===== config.mk =====
export PLATFORM = sky130hd
export DESIGN_NAME = multicycle_adder
export DESIGN_NICKNAME = d
export VERILOG_FILES = /design/src/rtl/multicycle_adder.sv
export SDC_FILE = /design/constraint.sdc
export NUM_CORES = 1
export LEC_CHECK = 0
export BUFFER_PORTS_ARGS = -buffer_cell sky130_fd_sc_hd__buf_2
export CAP_MARGIN = 20
export CORE_UTILIZATION = 50
export DETAILED_ROUTE_END_ITERATION = 8
export GPL_ROUTABILITY_DRIVEN = 0
export PLACE_DENSITY_LB_ADDON = 0.2
export SLEW_MARGIN = 20
export SYNTH_ARGS = -nofsm -noshare
export SYNTH_HDL_FRONTEND = slang
export SYNTH_SLANG_ARGS = --single-unit

===== constraint.sdc =====
create_clock -name CLK -period 3.1 [get_ports CLK]
set_clock_uncertainty 0.1 [all_clocks]
set_input_delay 0.465 -clock CLK [delete_from_list [all_inputs] [get_ports CLK]]
set_output_delay 0.465 -clock CLK [all_outputs]
set_load 0.02 [all_outputs]

===== src/rtl/multicycle_adder.sv =====
// rtl/multicycle_adder.sv - chunk-serial ripple adder/subtractor, CHUNK bits per cycle
module multicycle_adder #(
    parameter int WIDTH = 16,
    parameter int CHUNK = 4
) (
    input  logic             CLK,
    input  logic             RST,
    input  logic             START,
    input  logic             MODE,
    input  logic [WIDTH-1:0] X,
    input  logic [WIDTH-1:0] Y,
    input  logic             CARRY_IN,
    output logic             BUSY,
    output logic             DONE,
    output logic [WIDTH-1:0] SUM,
    output logic             CARRY_OUT,
    output logic             OVERFLOW
);

    localparam int N  = WIDTH / CHUNK;
    localparam int CW = (N > 1) ? $clog2(N) : 1;
    localparam logic [CW-1:0] LAST = CW'(N - 1);

    typedef enum logic {IDLE, RUN} state_t;

    state_t           state;
    state_t           state_next;
    logic [CW-1:0]    cnt;
    logic [WIDTH-1:0] op_a;
    logic [WIDTH-1:0] op_b;
    logic [WIDTH-1:0] acc;
    logic             carry;

    logic             accept;
    logic             last;
    int unsigned      chunk_base;
    logic [CHUNK-1:0] a_chunk;
    logic [CHUNK-1:0] b_chunk;
    logic [CHUNK:0]   chunk_full;
    logic             msb_cin;
    logic [WIDTH-1:0] result;

    // State register
    always_ff @(posedge CLK or posedge RST) begin
        if (RST) state <= IDLE;
        else     state <= state_next;
    end

    // Next state: leave IDLE on START, return after the last chunk
    always_comb begin
        state_next = state;
        accept     = 1'b0;
        last       = (cnt == LAST);
        case (state)
            IDLE: if (START) begin
                accept     = 1'b1;
                state_next = RUN;
            end
            RUN: if (last) state_next = IDLE;
            default: state_next = IDLE;
        endcase
    end

    assign BUSY = (state == RUN);

    // One chunk of ripple-carry addition; result merges it with earlier chunks
    always_comb begin
        chunk_base = int'(cnt) * CHUNK;
        a_chunk    = op_a[chunk_base +: CHUNK];
        b_chunk    = op_b[chunk_base +: CHUNK];
        chunk_full = {1'b0, a_chunk} + {1'b0, b_chunk} + {{CHUNK{1'b0}}, carry};
        // carry into the chunk's top bit recovered from its sum bit
        msb_cin    = chunk_full[CHUNK-1] ^ a_chunk[CHUNK-1] ^ b_chunk[CHUNK-1];
        result     = acc;
        result[chunk_base +: CHUNK] = chunk_full[CHUNK-1:0];
    end

    // Operand latch, chunk stepping and result publication at the final chunk
    always_ff @(posedge CLK or posedge RST) begin
        if (RST) begin
            cnt       <= '0;
            op_a      <= '0;
            op_b      <= '0;
            acc       <= '0;
            carry     <= 1'b0;
            DONE      <= 1'b0;
            SUM       <= '0;
            CARRY_OUT <= 1'b0;
            OVERFLOW  <= 1'b0;
        end else begin
            DONE <= 1'b0;
            if (accept) begin
                cnt   <= '0;
                op_a  <= X;
                op_b  <= MODE ? ~Y : Y;
                carry <= MODE ? 1'b1 : CARRY_IN;
                acc   <= '0;
            end else if (state == RUN) begin
                acc   <= result;
                carry <= chunk_full[CHUNK];
                if (last) begin
                    cnt       <= '0;
                    DONE      <= 1'b1;
                    SUM       <= result;
                    CARRY_OUT <= chunk_full[CHUNK];
                    OVERFLOW  <= msb_cin ^ chunk_full[CHUNK];
                end else begin
                    cnt <= cnt + 1'b1;
                end
            end
        end
    end

endmodule


==> impl_metrics.env <==
export IMPL_antenna_found_initial=0
export IMPL_rsz0062_at_grt="no"
export IMPL_synthCells=307
export IMPL_crit_path_end_kind="register"
export IMPL_cts_sinks=71
export IMPL_path_cells="mux4_1, fa_1, fa_1, a21o_1, a21oi_2, xnor3_1, xnor2_1, o21ai_1"
export IMPL_htree_levels=3
export IMPL_rows=29
export IMPL_start_kind="register"
export IMPL_p_leak_uw=0.00191
export IMPL_synth_area_mm2=0.00339
export IMPL_r2r_start="cnt[0]$_DFFE_PP0P_"
export IMPL_syn_avg_cell_area_um2=11.0
export IMPL_finalHoldViolCount=0
export IMPL_slew_violations=0
export IMPL_ys_top_cells_by_area="dfrtp_1, nand2_1, o21ai_0"
export IMPL_critPathBufInv=0
export IMPL_dieArea_mm2=0.00711
export IMPL_slowest_delay_ns=0.59
export IMPL_utilization_pct=61.3
export IMPL_wl_per_cell_um=15.1
export IMPL_gr_usage_all_layers_pct=21.3
export IMPL_viasPerCell=5.24
export IMPL_cp_top_family="adder cells"
export IMPL_first_global_vias=2345
export IMPL_pin_count=57
export IMPL_post_place_ws_ns=0.176
export IMPL_drc=10
export IMPL_synth_nets=355
export IMPL_place_hpwl_um=4900
export IMPL_root_buffer="clkbuf_8"
export IMPL_synth_top_area_cell="dfrtp_1"
export IMPL_finalCritPeriodShare_pct=93.8
export IMPL_setup_violations=0
export IMPL_rr_worst_depth=8
export IMPL_crit_fanout=4
export IMPL_clk_pin_slew_ns=0.07
export IMPL_max_freq_mhz=344
export IMPL_violations="DRC"
export IMPL_drive_above_1_share_pct=28.9
export IMPL_yosys_warnings=0
export IMPL_core_area_mm2=0.00646
export IMPL_diodes=0
export IMPL_via_count=2365
export IMPL_ys_ff_latch=71
export IMPL_cts_tree="done"
export IMPL_worst_ep_required_time_ns=3.22
export IMPL_tightest_slew_ns=0.780
export IMPL_ir_worst_vdd_mv=0.685
export IMPL_antenna_left=0
export IMPL_setup_tns_final_ns=0
export IMPL_critPathMostFrequentCell="fa_1"
export IMPL_dr_pass1_iters=6
export IMPL_seq_area_frac_synth_pct=52.5
export IMPL_portBuffers=56
export IMPL_final_cell_area_mm2=0.00396
export IMPL_max_slew_margin_pct=47.5
export IMPL_min_period_ns=2.91
export IMPL_grt_max_degree=37
export IMPL_die_w_um=84.3
export IMPL_clk_latency_ns=0.35
export IMPL_die_h_um=84.3
export IMPL_power_density_mw_per_mm2=1260
export IMPL_grt_ovfl_total=0
export IMPL_crit_reg2reg_capture="OVERFLOW$_DFFE_PP0P_"
export IMPL_hp_class="in -> async"
export IMPL_cts_inserted_buffers=9
export IMPL_synth_top_area_share_pct=52.5
export IMPL_cts_buffer_depth=2
export IMPL_status="finished, violations left"
export IMPL_nets=417
export IMPL_drt_iter0_markers=134
export IMPL_whs_ns=0.151
export IMPL_start_util_pct=52.4
export IMPL_ff2ff_setup_slack_ns=0.19
export IMPL_worst_slack_ns=0.191
export IMPL_synth_cell_types=34
export IMPL_maxCapViolCount=0
export IMPL_area_growth_pct=17.0
export IMPL_placed_area_mm2=0.00378
export IMPL_cpMaxStageDelayCell="mux4_1"
export IMPL_postCtsSetupBuffers=0
export IMPL_wl_um=6820
export IMPL_crit_arrival_ns=3.03
export IMPL_worstSetupPathType="reg -> reg"
export IMPL_grt_pass1_wl_um=11400
==> logic make-up after synthesis <==
logic type | share of synthesized area (%)
buffers and inverters | 2.55
flip-flops | 52.5
AO/OA/AOI/OAI | 11.5
XOR/XNOR | 5.80
multiplexers | 12.4
adder cells (fa/ha/maj) | 4.51
AND/OR/NAND/NOR | 10.8
==> where the power goes <==
group	total, µW	internal, µW	switching (µW)
sequential	1560	1340	218
combinational	2790	1170	1620
clock	659	311	348
==> worst max path at each step <==
stage	from	end	slack [ns]	cells after the start
floorplan	cnt[0]$_DFFE_PP0P_	OVERFLOW$_DFFE_PP0P_	0.09	9
global placement	cnt[0]$_DFFE_PP0P_	OVERFLOW$_DFFE_PP0P_	0.21	8
detailed placement	cnt[0]$_DFFE_PP0P_	OVERFLOW$_DFFE_PP0P_	0.18	8
CTS	cnt[0]$_DFFE_PP0P_	OVERFLOW$_DFFE_PP0P_	0.15	8
global route	cnt[0]$_DFFE_PP0P_	OVERFLOW$_DFFE_PP0P_	0.04	8
finish	cnt[0]$_DFFE_PP0P_	OVERFLOW$_DFFE_PP0P_	0.19	8
==> layout make-up <==
cell class / count / area [µm²]
fillers: 572 / 2500
flip-flops and latches: 71 / 1780
multi-input cells: 216 / 1530
repair buffers: 65 / 360
clock buffers: 11 / 141
well taps: 77 / 96.3
clock inverters: 5 / 33.8
inverters: 6 / 22.5
==> cells in the final DEF (no fill, tap or decap), drive strengths merged, types with 4 or more instances in the layout <==
cell and count:
ha 9, mux2 17, mux4 8, mux2i 4, xnor2 18, nand2 57, nor2b 12, nor2 5
buf 65, o21ai 50, a21oi 14, clkbuf 11, inv 6, dfrtp 71
==> registers in the layout (all words and copies together) (netlist names) <==
| signal | flops |
|---|---|
| SUM | 16 |
| acc | 16 |
| op_a | 16 |
| op_b | 16 |
| cnt | 2 |
| BUSY | 1 |
| CARRY_OUT | 1 |
| DONE | 1 |
| OVERFLOW | 1 |
| carry | 1 |
==> worst reg2reg max path, cell delays in order (launching register included) <==
cell     delay [ns]
dfrtp_1        0.42
mux4_1         0.60
fa_1           0.42
fa_1           0.42
a21o_1         0.21
a21oi_2        0.17
xnor3_1        0.25
xnor2_1        0.14
o21ai_1        0.07
==> repair_timing <==
item,in CTS,in global routing
setup endpoints to repair,0,1
hold endpoints to repair,0,0
hold buffers,0,0
resized for setup,0,1
==> cell usage after synthesis, drive strengths merged <==
| cell | n |
|---|---|
| dfrtp | 71 |
| nand2 | 57 |
| o21ai | 50 |
| xnor2 | 18 |
| mux2 | 17 |
| a21oi | 14 |
| nor2b | 12 |
| clkbuf | 9 |
| ha | 9 |
| mux4 | 8 |
| inv | 6 |
| buf | 5 |
| nor2 | 5 |
| mux2i | 4 |
| a21o | 3 |
| a22oi | 3 |
| a22o | 2 |
| and3 | 2 |
| fa | 2 |
| nand3 | 2 |
| and4 | 1 |
| nand2b | 1 |
| nand4 | 1 |
| nor4 | 1 |
| o31ai | 1 |
| or4 | 1 |
| xnor3 | 1 |
| xor2 | 1 |
==> layer usage <==
metal | share of wire [%] | vias up | GRT usage, %
met2 | 48 | 51 | 33.8
met1 | 46 | 1127 | 28.1
met4 | 1.5 | 0 | 8.31
met5 | 0 | - | 0
li1 | - | 1179 | -
met3 | 4.1 | 8 | 5.70
==> through the flow <==
| step | power [µW] | cells |
|---|---|---|
| 2_1_floorplan | 3460 | 307 |
| 3_3_place_gp | 4280 | 435 |
| 3_5_place_dp | 4340 | 435 |
| 4_1_cts | 5010 | 451 |
| 5_1_grt | 5360 | 451 |
| 6_report | 5010 | 451 |
No activity file was read; power rests on OpenSTA's default activity.
